--- src/rtl/mode6_sub_pipe.sv ---
// -----------------------------------------------------------------------------
// mode6_sub_pipe
//   Two-stage, NUM_LANES-wide IEEE fp16 subtractor: outp_i = a_i - b_held,
//   round-to-nearest-even, gradual underflow, IEEE NaN/infinity handling.
//   Used to subtract a running max or log-sum from a vector, one beat per cycle.
//
//   Stage S1 registers a_inp, in_last and the effective subtrahend.
//   Stage S2 registers the lane differences, out_last and clamp_hit.
//   Valid/ready handshake on both sides. Full throughput, latency 2.
//
// Optional feature (macro MODE6_SUB_CLAMP_EN):
//   when defined, any positive, nonzero, non-NaN lane result is replaced by
//   0x0000 and clamp_hit flags the beat. When undefined, results pass
//   unmodified and clamp_hit is tied low.
//
// Parameters
//   NUM_LANES  number of parallel lanes (1..16)
//   DATAWIDTH  word width; only 16 (fp16) is supported
//
// Ports
//   clk         clock, rising edge
//   resetn      synchronous active-low reset
//   b_load      capture b_inp into the held subtrahend
//   b_inp       subtrahend value
//   in_valid    input beat valid
//   in_ready    block can accept a beat (low while in reset)
//   a_inp       minuend lanes, lane i = [i*DATAWIDTH +: DATAWIDTH]
//   in_last     last-beat-of-vector marker
//   out_valid   result beat valid
//   out_ready   downstream accepts the beat
//   outp        result lanes, same packing as a_inp
//   out_last    in_last travelling with its beat
//   clamp_hit   at least one lane of the current out beat was clamped
//   beat_count  delivered beats, wraps at 16 bits
// -----------------------------------------------------------------------------
module mode6_sub_pipe #(
  parameter int NUM_LANES = 4,
  parameter int DATAWIDTH = 16
) (
  input  logic                           clk,
  input  logic                           resetn,
  input  logic                           b_load,
  input  logic [DATAWIDTH-1:0]           b_inp,
  input  logic                           in_valid,
  output logic                           in_ready,
  input  logic [NUM_LANES*DATAWIDTH-1:0] a_inp,
  input  logic                           in_last,
  output logic                           out_valid,
  input  logic                           out_ready,
  output logic [NUM_LANES*DATAWIDTH-1:0] outp,
  output logic                           out_last,
  output logic                           clamp_hit,
  output logic [15:0]                    beat_count
);

  localparam int W = NUM_LANES * DATAWIDTH;

  // fp16 a - b, round-to-nearest-even, subnormals handled, quiet NaN 0x7E00.
  function automatic logic [15:0] fp16_sub(input logic [15:0] a, input logic [15:0] b);
    logic [15:0] nb, x, y, r;
    logic        a_nan, b_nan, a_inf, b_inf, eff_sub, inc;
    logic [10:0] mx, my;
    logic [4:0]  ex, ey, d;
    logic [31:0] sh;
    logic [13:0] ax, ay, n;
    logic [14:0] s;
    logic [5:0]  e;
    logic [11:0] m;
    nb    = {~b[15], b[14:0]};
    a_nan = (a[14:10] == 5'h1F) && (|a[9:0]);
    b_nan = (b[14:10] == 5'h1F) && (|b[9:0]);
    a_inf = (a[14:10] == 5'h1F) && !(|a[9:0]);
    b_inf = (b[14:10] == 5'h1F) && !(|b[9:0]);
    // Order by magnitude so the aligned subtraction never goes negative.
    if (a[14:0] >= nb[14:0]) begin
      x = a;
      y = nb;
    end else begin
      x = nb;
      y = a;
    end
    mx = {|x[14:10], x[9:0]};
    my = {|y[14:10], y[9:0]};
    ex = (x[14:10] == 5'd0) ? 5'd1 : x[14:10];
    ey = (y[14:10] == 5'd0) ? 5'd1 : y[14:10];
    d  = ex - ey;
    // Hidden bit lands at bit 13; bits 2..0 are guard, round, sticky.
    sh = {my, 21'd0} >> d;
    ax = {mx, 3'b000};
    ay = {sh[31:19], sh[18] | (|sh[17:0])};
    eff_sub = x[15] ^ y[15];
    s = eff_sub ? ({1'b0, ax} - {1'b0, ay}) : ({1'b0, ax} + {1'b0, ay});
    e = {1'b0, ex};
    if (s[14]) begin
      n = {s[14:2], s[1] | s[0]};
      e = e + 6'd1;
    end else begin
      n = s[13:0];
    end
    // Left-normalise, stopping at the subnormal exponent.
    for (int i = 0; i < 13; i++) begin
      if (!n[13] && (e > 6'd1)) begin
        n = n << 1;
        e = e - 6'd1;
      end
    end
    inc = n[2] & (n[1] | n[0] | n[3]);
    m   = {1'b0, n[13:3]} + {11'd0, inc};
    if (m[11]) begin
      m = m >> 1;
      e = e + 6'd1;
    end
    if (s == 15'd0)
      r = {eff_sub ? 1'b0 : x[15], 15'd0};   // exact cancellation gives +0
    else if (e >= 6'd31)
      r = {x[15], 5'h1F, 10'd0};
    else
      r = {x[15], (m[10] ? e[4:0] : 5'd0), m[9:0]};  // rounding up into normal range sets exp=1
    if (a_nan || b_nan)
      r = 16'h7E00;
    else if (a_inf && b_inf)
      r = (a[15] == b[15]) ? 16'h7E00 : a;
    else if (a_inf)
      r = a;
    else if (b_inf)
      r = {~b[15], 15'h7C00};
    return r;
  endfunction

  logic                 s1_valid, s1_last;
  logic [W-1:0]         s1_a;
  logic [DATAWIDTH-1:0] s1_b, b_held, b_eff;
  logic                 s2_valid, s2_last;
  logic [W-1:0]         s2_data, res_vec;
  logic                 s2_load, s1_adv;

  assign s2_load  = !s2_valid || out_ready;
  assign s1_adv   = !s1_valid || s2_load;
  assign in_ready = resetn && s1_adv;
  // A beat accepted together with b_load uses the incoming value.
  assign b_eff    = b_load ? b_inp : b_held;

`ifdef MODE6_SUB_CLAMP_EN
  logic [NUM_LANES-1:0] clamp_vec;
  logic                 s2_clamp;
`endif

  for (genvar gi = 0; gi < NUM_LANES; gi++) begin : g_lane
    logic [15:0] diff;
    assign diff = fp16_sub(s1_a[gi*DATAWIDTH +: DATAWIDTH], s1_b);
`ifdef MODE6_SUB_CLAMP_EN
    assign clamp_vec[gi] = !diff[15] && (|diff[14:0]) &&
                           !((diff[14:10] == 5'h1F) && (|diff[9:0]));
    assign res_vec[gi*DATAWIDTH +: DATAWIDTH] = clamp_vec[gi] ? 16'h0000 : diff;
`else
    assign res_vec[gi*DATAWIDTH +: DATAWIDTH] = diff;
`endif
  end

  always_ff @(posedge clk) begin
    if (!resetn) begin
      s1_valid   <= 1'b0;
      s1_last    <= 1'b0;
      s1_a       <= '0;
      s1_b       <= '0;
      b_held     <= 16'h0000;
      s2_valid   <= 1'b0;
      s2_last    <= 1'b0;
      s2_data    <= '0;
      beat_count <= 16'd0;
`ifdef MODE6_SUB_CLAMP_EN
      s2_clamp   <= 1'b0;
`endif
    end else begin
      if (b_load)
        b_held <= b_inp;
      if (s1_adv) begin
        s1_valid <= in_valid;
        if (in_valid) begin
          s1_a    <= a_inp;
          s1_last <= in_last;
          s1_b    <= b_eff;
        end
      end
      if (s2_load) begin
        s2_valid <= s1_valid;
        if (s1_valid) begin
          s2_data <= res_vec;
          s2_last <= s1_last;
`ifdef MODE6_SUB_CLAMP_EN
          s2_clamp <= |clamp_vec;
`endif
        end
      end
      if (s2_valid && out_ready)
        beat_count <= beat_count + 16'd1;
    end
  end

  assign out_valid = s2_valid;
  assign outp      = s2_data;
  assign out_last  = s2_last;
`ifdef MODE6_SUB_CLAMP_EN
  assign clamp_hit = s2_clamp;
`else
  assign clamp_hit = 1'b0;
`endif

endmodule

--- config.mk ---
export PLATFORM = sky130hd
export DESIGN_NAME = mode6_sub_pipe
export DESIGN_NICKNAME = d
export VERILOG_FILES = /design/src/rtl/mode6_sub_pipe.sv
export SDC_FILE = /design/constraint.sdc
export NUM_CORES = 2
export LEC_CHECK = 0
export ABC_AREA = 0
export CORE_UTILIZATION = 29
export DETAILED_ROUTE_END_ITERATION = 8
export PLACE_DENSITY = 0.41
export SETUP_SLACK_MARGIN = 0.15
export SLEW_MARGIN = 20
export SYNTH_ARGS = -nofsm -noshare
export SYNTH_HDL_FRONTEND = slang
export SYNTH_SLANG_ARGS = --single-unit
--- constraint.sdc ---
create_clock -name clk -period 32.4 [get_ports clk]
set_input_delay 4.86 -clock clk [delete_from_list [all_inputs] [get_ports clk]]
set_output_delay 4.86 -clock clk [all_outputs]
set_load 0.005 [all_outputs]
Word-level counts from Yosys, hierarchy flattened
Index checks and enable logic that the tools add are counted. Widths: inputs -> output; s select.

Shifts and indexed selects: 4. Muxes and demuxes: 177. $lt $le $gt $ge: 60. Add/subtract/negate cells: 77. Bitwise gates (word level): 25. Reductions and logical operators: 164. Eq/ne operators: 9.

Operators with widths (number): $mux 14 (56); $mux 16 (33); $mux 6 (60); $gt 6x1->1 const B (52); $sub 6x1->6 const B (52); $shr 32x5->32 (4); $mux 15 (8); $reduce_or 18->1 (4); $logic_and 1x1->1 (68); $add 14x14->15 (4); $ge 15x15->1 (4); $logic_not 15->1 (4); $mux 5 (12); $sub 14x14->15 (4); $logic_not 1->1 (59); $reduce_or 10->1 (5); $add 11x1->12 (4); $mux 11 (4); $logic_not 5->1 (8); $reduce_or 5->1 (8); $eq 5x5->1 const B (5); $add 5x1->6 const B (4); $add 6x1->6 const B (4); $ge 6x5->1 const B (4); 10 further kinds (46).

Output and inout bits: 84. Logic and storage cells: 525. Register bits after elaboration: 180.

Longest topological paths before layout
Word-level depth: 63. Depth in mapped cells: 155. Gate-level depth less buffers: 130.

Least setup slack after synthesis
OpenSTA, ideal clock, no wires.

Kind: register to register. Start point: reg s1_b[9]. End point: reg s2_data[11] (netlist: outp[11]). Path buffers: 29. Slack: -0.018 ns. Arrival time: 32.341 ns. Setup time: 0.078 ns. Stages on the path, launching flop included: 143. Cells stage by stage: dfxtp_1 > clkbuf_1 > buf_1 > inv_1 > ha_1 > nand4_1 > o31ai_1 > nor3_1 > buf_2 > a21oi_2 > clkbuf_1 > mux2i_1 > nand2_1 > o21ai_1 > inv_1 > ha_1 > inv_1 > fa_1 > (+107 left out) > nor2_1 > or3_1 > a211oi_2 > nor2b_1 > buf_2 > clkbuf_1 > clkbuf_1 > nor2_1 > a21oi_1 > o21ai_0 > a22o_1 > ha_1 > and4b_1 > o211ai_1 > nor2b_1 > mux2_2 > o21a_1 > nor3_1.

Word-level cells in the longest chain between the ends: 62. Elaborated cells between the ends (all ways): 121. Classes of those cells: add/sub (19); order compare (15); shift (1); mux (42); bitwise (6); reduce/logical (38).

RTL lines: start, declared (line 132) `logic [DATAWIDTH-1:0] s1_b, b_held, b_eff;`; start signal, assigned (line 165) `s1_b <= '0;`; start signal, assigned (line 182) `s1_b <= b_eff;`; $ge 15x15->1 (line 75) `if (a[14:0] >= nb[14:0]) begin`; $mux 16 (line 75); $logic_not 5->1 (on tied branches) (line 84, 85); $mux 5 (on tied branches) (line 84, 85); $sub 5x5->5 (line 86) `d = ex - ey;`; $shr 32x5->32 (line 88) `sh = {my, 21'd0} >> d;`; $reduce_or 18->1 (line 90) `ay = {sh[31:19], sh[18] | (|sh[17:0])};`; $or 1x1->1 (line 90); (+46 left out); $mux 6 / $mux 11 (equally long branches) (line 109) `if (m[11]) begin`; $ge 6x5->1 / $mux 5 (equally long branches) (line 115, 118); $mux 15 (line 115) `else if (e >= 6'd31)`; $mux 16 (line 113) `if (s == 15'd0)`; $mux 16 (line 125) `else if (b_inf)`; $mux 16 (line 123) `else if (a_inf)`; $mux 16 (line 121) `else if (a_inf && b_inf)`; $mux 16 (*) (line 119) `if (a_nan || b_nan)`; end signal, assigned (line 188) `s2_data <= res_vec;`; end, declared (line 134) `logic [W-1:0] s2_data, res_vec;`.

Every way passes the cells marked *; elsewhere a longest branch is shown, timed or not. A chain may end at the register's enable or synchronous reset.

Final worst setup path
Start point: reg s1_b[8]. End point: reg s2_data[27] (netlist: outp[27]).

Same word-level chain as after synthesis.

==> impl_metrics.csv <==
group,metric,value,unit
outcome,outcome,"finished clean",
critical_path,timing_worst_setup_path_type,"flop to flop",
synth,synthDistinctLibCells,157,
timing,max_freq,33.2,MHz
min_path,hold_path_class,"flop to flop",
final_layout,area_growth_synth_to_finish,10.7,%
global_routing,grt_antenna_before_repair,1,
place,numPortBuffers,168,
clock_network,clock_tree.htree_level_count,4,
die,effective_utilization_at_floorplan,0.292,
route,routed_wirelength,199,mm
final_layout,fin_area,54700,um2
synth,ys_warn_count,0,
global_routing,grt_pass1_wl,309,mm
route,dr_vias_cell,5.80,
clock_network,cts_root_buf,"sky130_fd_sc_hd__clkbuf_16",
global_routing,globalRouteTotalUtil,0.221,
clock_network,cts-buffers-inserted,17,
final_layout,mostFrequentLayoutCells,"sky130_fd_sc_hd__nand2_1 (933), sky130_fd_sc_hd__nor2_1 (730), sky130_fd_sc_hd__a21oi_1 (497)",
route,number_of_design_rule_violations_left_after_detail_routing,0,
final_layout,fill_cells,18600,
timing,rsz0062_at_grt,"false",
synth,syn-mean-instance-area,6.79,um2
synth,async_reset_ff_frac,0,
final_layout,layout_commonest_cell,"sky130_fd_sc_hd__nand2_1",
synth,synth_flop_cell,"sky130_fd_sc_hd__dfxtp_1",
place,placed_area,53700,um2
die,die-width,415,um
route,firstDrtPassIters,5,
die,ios,170,
job,drv.max_cap_violation_count,0,
timing,max_slew_violation_total_from_the_final_report,0,
synth,yosys_register_bits,180,
die,fp-row-count,151,
critical_path,timing.critical_path.required,32.88,ns
route,routed-via-count,55200,
timing,fin_crit_sh,0.931,
timing,finalSetupViolCount,0,
final_layout,utilization,0.323,
synth,synth_compound_area_frac,0.338,
final_layout,diodes,0,
critical_path,crit_top_cell,"sky130_fd_sc_hd__ha_1",
clock_network,hold_buffer_count_at_cts,0,
synth,synth_xor_area_frac,0.0449,
synth,yosysTopAreaCell,"sky130_fd_sc_hd__mux2i_1",
synth,ys_seq_area_frac,0.0730,
synth,post_synth_mux_area_share,0.130,
route,drt_iter0_drc,3984,
synth,post_synth_fa_ha_maj_area_fraction,0.0757,
final_layout,share_of_final_layout_standard_cells_stronger_than_drive_strength_1,0.0988,
die,die-area,172000,um2
critical_path,critical-path-max-stage-delay,0.81,ns
die,core_area,169000,um2
timing,timing.final.crit_period,30.16,ns
critical_path,data_arrival_time_of_the_critical_path,30.64,ns
synth,syn_area,49400,um2
critical_path,worstSetupEndpointType,"flop",
synth,largest_family_of_logic_cells_by_synthesized_area,"compound AO/OA/AOI/OAI gates",
clock_network,worst_setup_hold_path_clk_slew,0.08,ns
route,final_antenna_net_count,0,
timing,slew_limit_headroom,0.255,
final_layout,final_nets,7662,
synth,number_of_enable_flip_flop_cells_after_synthesis,0,
global_routing,overflow,0,
synth,netlist_top_cells_area,"sky130_fd_sc_hd__mux2i_1 (8.6%), sky130_fd_sc_hd__dfxtp_1 (7.3%), sky130_fd_sc_hd__ha_1 (7.2%)",
clock_network,clock_latency,0.55,ns
route,post_detailed_route_wirelength_per_cell,21.0,um
global_routing,grt_start_max_net_pins,74,
clock_network,cts_max_path_buffers,2,
timing,worst_slew_pin_slew,1.12,ns
critical_path,critical_path.startpoint_type,"flop",
synth,post_synth_and_or_nand_nor_area_fraction,0.282,
synth,yosysTopAreaCellShare,0.0863,
timing,worst_clock_skew,0.0218,ns
place,finalWeightedCongestion,0.928,
critical_path,worst_path_max_delay_cell,"sky130_fd_sc_hd__fa_2",
synth,mapped_cells,7272,
die,die_h,415,um
place,post-dp-hpwl,161,mm
global_routing,grt_pass1_vias,52100,
critical_path,worstPathMaxFanout,24,
timing,finalHoldViolCount,0,
synth,mappedNetlistNets,7652,
clock_network,clock_sink_count,180,
timing,fin_tns_setup,0,ns
clock_network,clock_tree_from_tritoncts,"done",
[synthesized netlist by cell type, drive strengths merged (108+ instances only)]
cell and number:
a211oi 125, a21o 108, a21oi 512, a31oi 110, and2 117, buf 120
clkbuf 264, dfxtp 180, ha 286, inv 284, mux2 170, mux2i 432
nand2 937, nand3 213, nor2 741, nor3 182, o211ai 111, o21ai 516
xnor2 191
[critical path: cells and delay by family, from the launching register on]
kind,cells,cell delay (ns)
fa+ha+maj,18,5.51
mux,5,1.63
buf+inv,17,3.19
xor+xnor,7,2.02
flops,1,0.31
simple gates,39,8.68
compound gates,36,8.70
[state kept, by name (all words and copies together), names as in the netlist]
register and count:
outp 64, s1_a 64, b_held 16, beat_count 16
s1_b 16, out_last 1, out_valid 1, s1_last 1
s1_valid 1
[path summary, 6_finish.rpt]
path	from	slack, ns	to	cells past startpoint
max	s1_b[8]	2.24	outp[27]	122
min reg2reg	outp[56]	0.46	outp[56]	2
max reg2reg	s1_b[8]	2.24	outp[27]	122
min	outp[56]	0.46	outp[56]	2
[cells by family (layout without fill, tap and decap cells)]
kind of cell               Yosys count  after routing
and+or+nand+nor                   2888           2888
DFF                                180            180
muxes                              609            609
AOI/OAI and AO/OA                 2374           2375
buffers and inverters              678            700
other                                1              1
xor gates and xnor gates           248            248
adders and majority gates          294            294
[routing by layer]
metal	global-route usage	vias up	part of all wire
met5	0	-	0.000065
met4	0.0811	2	0.038
met3	0.0136	252	0.028
met2	0.386	1211	0.48
met1	0.283	26400	0.45
li1	-	27300	-
[repair_timing]
item | 4_1_cts | 5_1_grt
cloned | 0 | 1
pin swaps | 0 | 7
gates resized for setup | 5 | 48
setup buffers | 0 | 14
setup endpoints to repair | 15 | 53
[through the flow]
| step | hold WS (ns) | worst slack (ns) | instances |
|---|---|---|---|
| 5_1_grt | 0.475 | 0.101 | 9513 |
| 2_1_floorplan | 0.441 | 0.202 | 7272 |
| 3_5_place_dp | 0.442 | -1.19 | 9465 |
| 4_1_cts | 0.452 | 0.241 | 9497 |
| 3_3_place_gp | 0.443 | -1.29 | 9465 |
| 6_report | 0.457 | 2.24 | 9513 |
[cell type report]
type / count / area [um2] / area share
clock buffer: 17 / 425 / 0.00778
clock inverter: 15 / 203 / 0.00371
inverter: 293 / 1110 / 0.0203
multi-input combinational: 6415 / 43300 / 0.792
sequential: 180 / 3610 / 0.0660
tap: 2218 / 2780 / 0.0508
timing repair buffer: 375 / 3230 / 0.0591
Power is left out: the tool's default activity adds up to more than one toggle a clock period on the data nets, which glitch-free logic cannot reach.
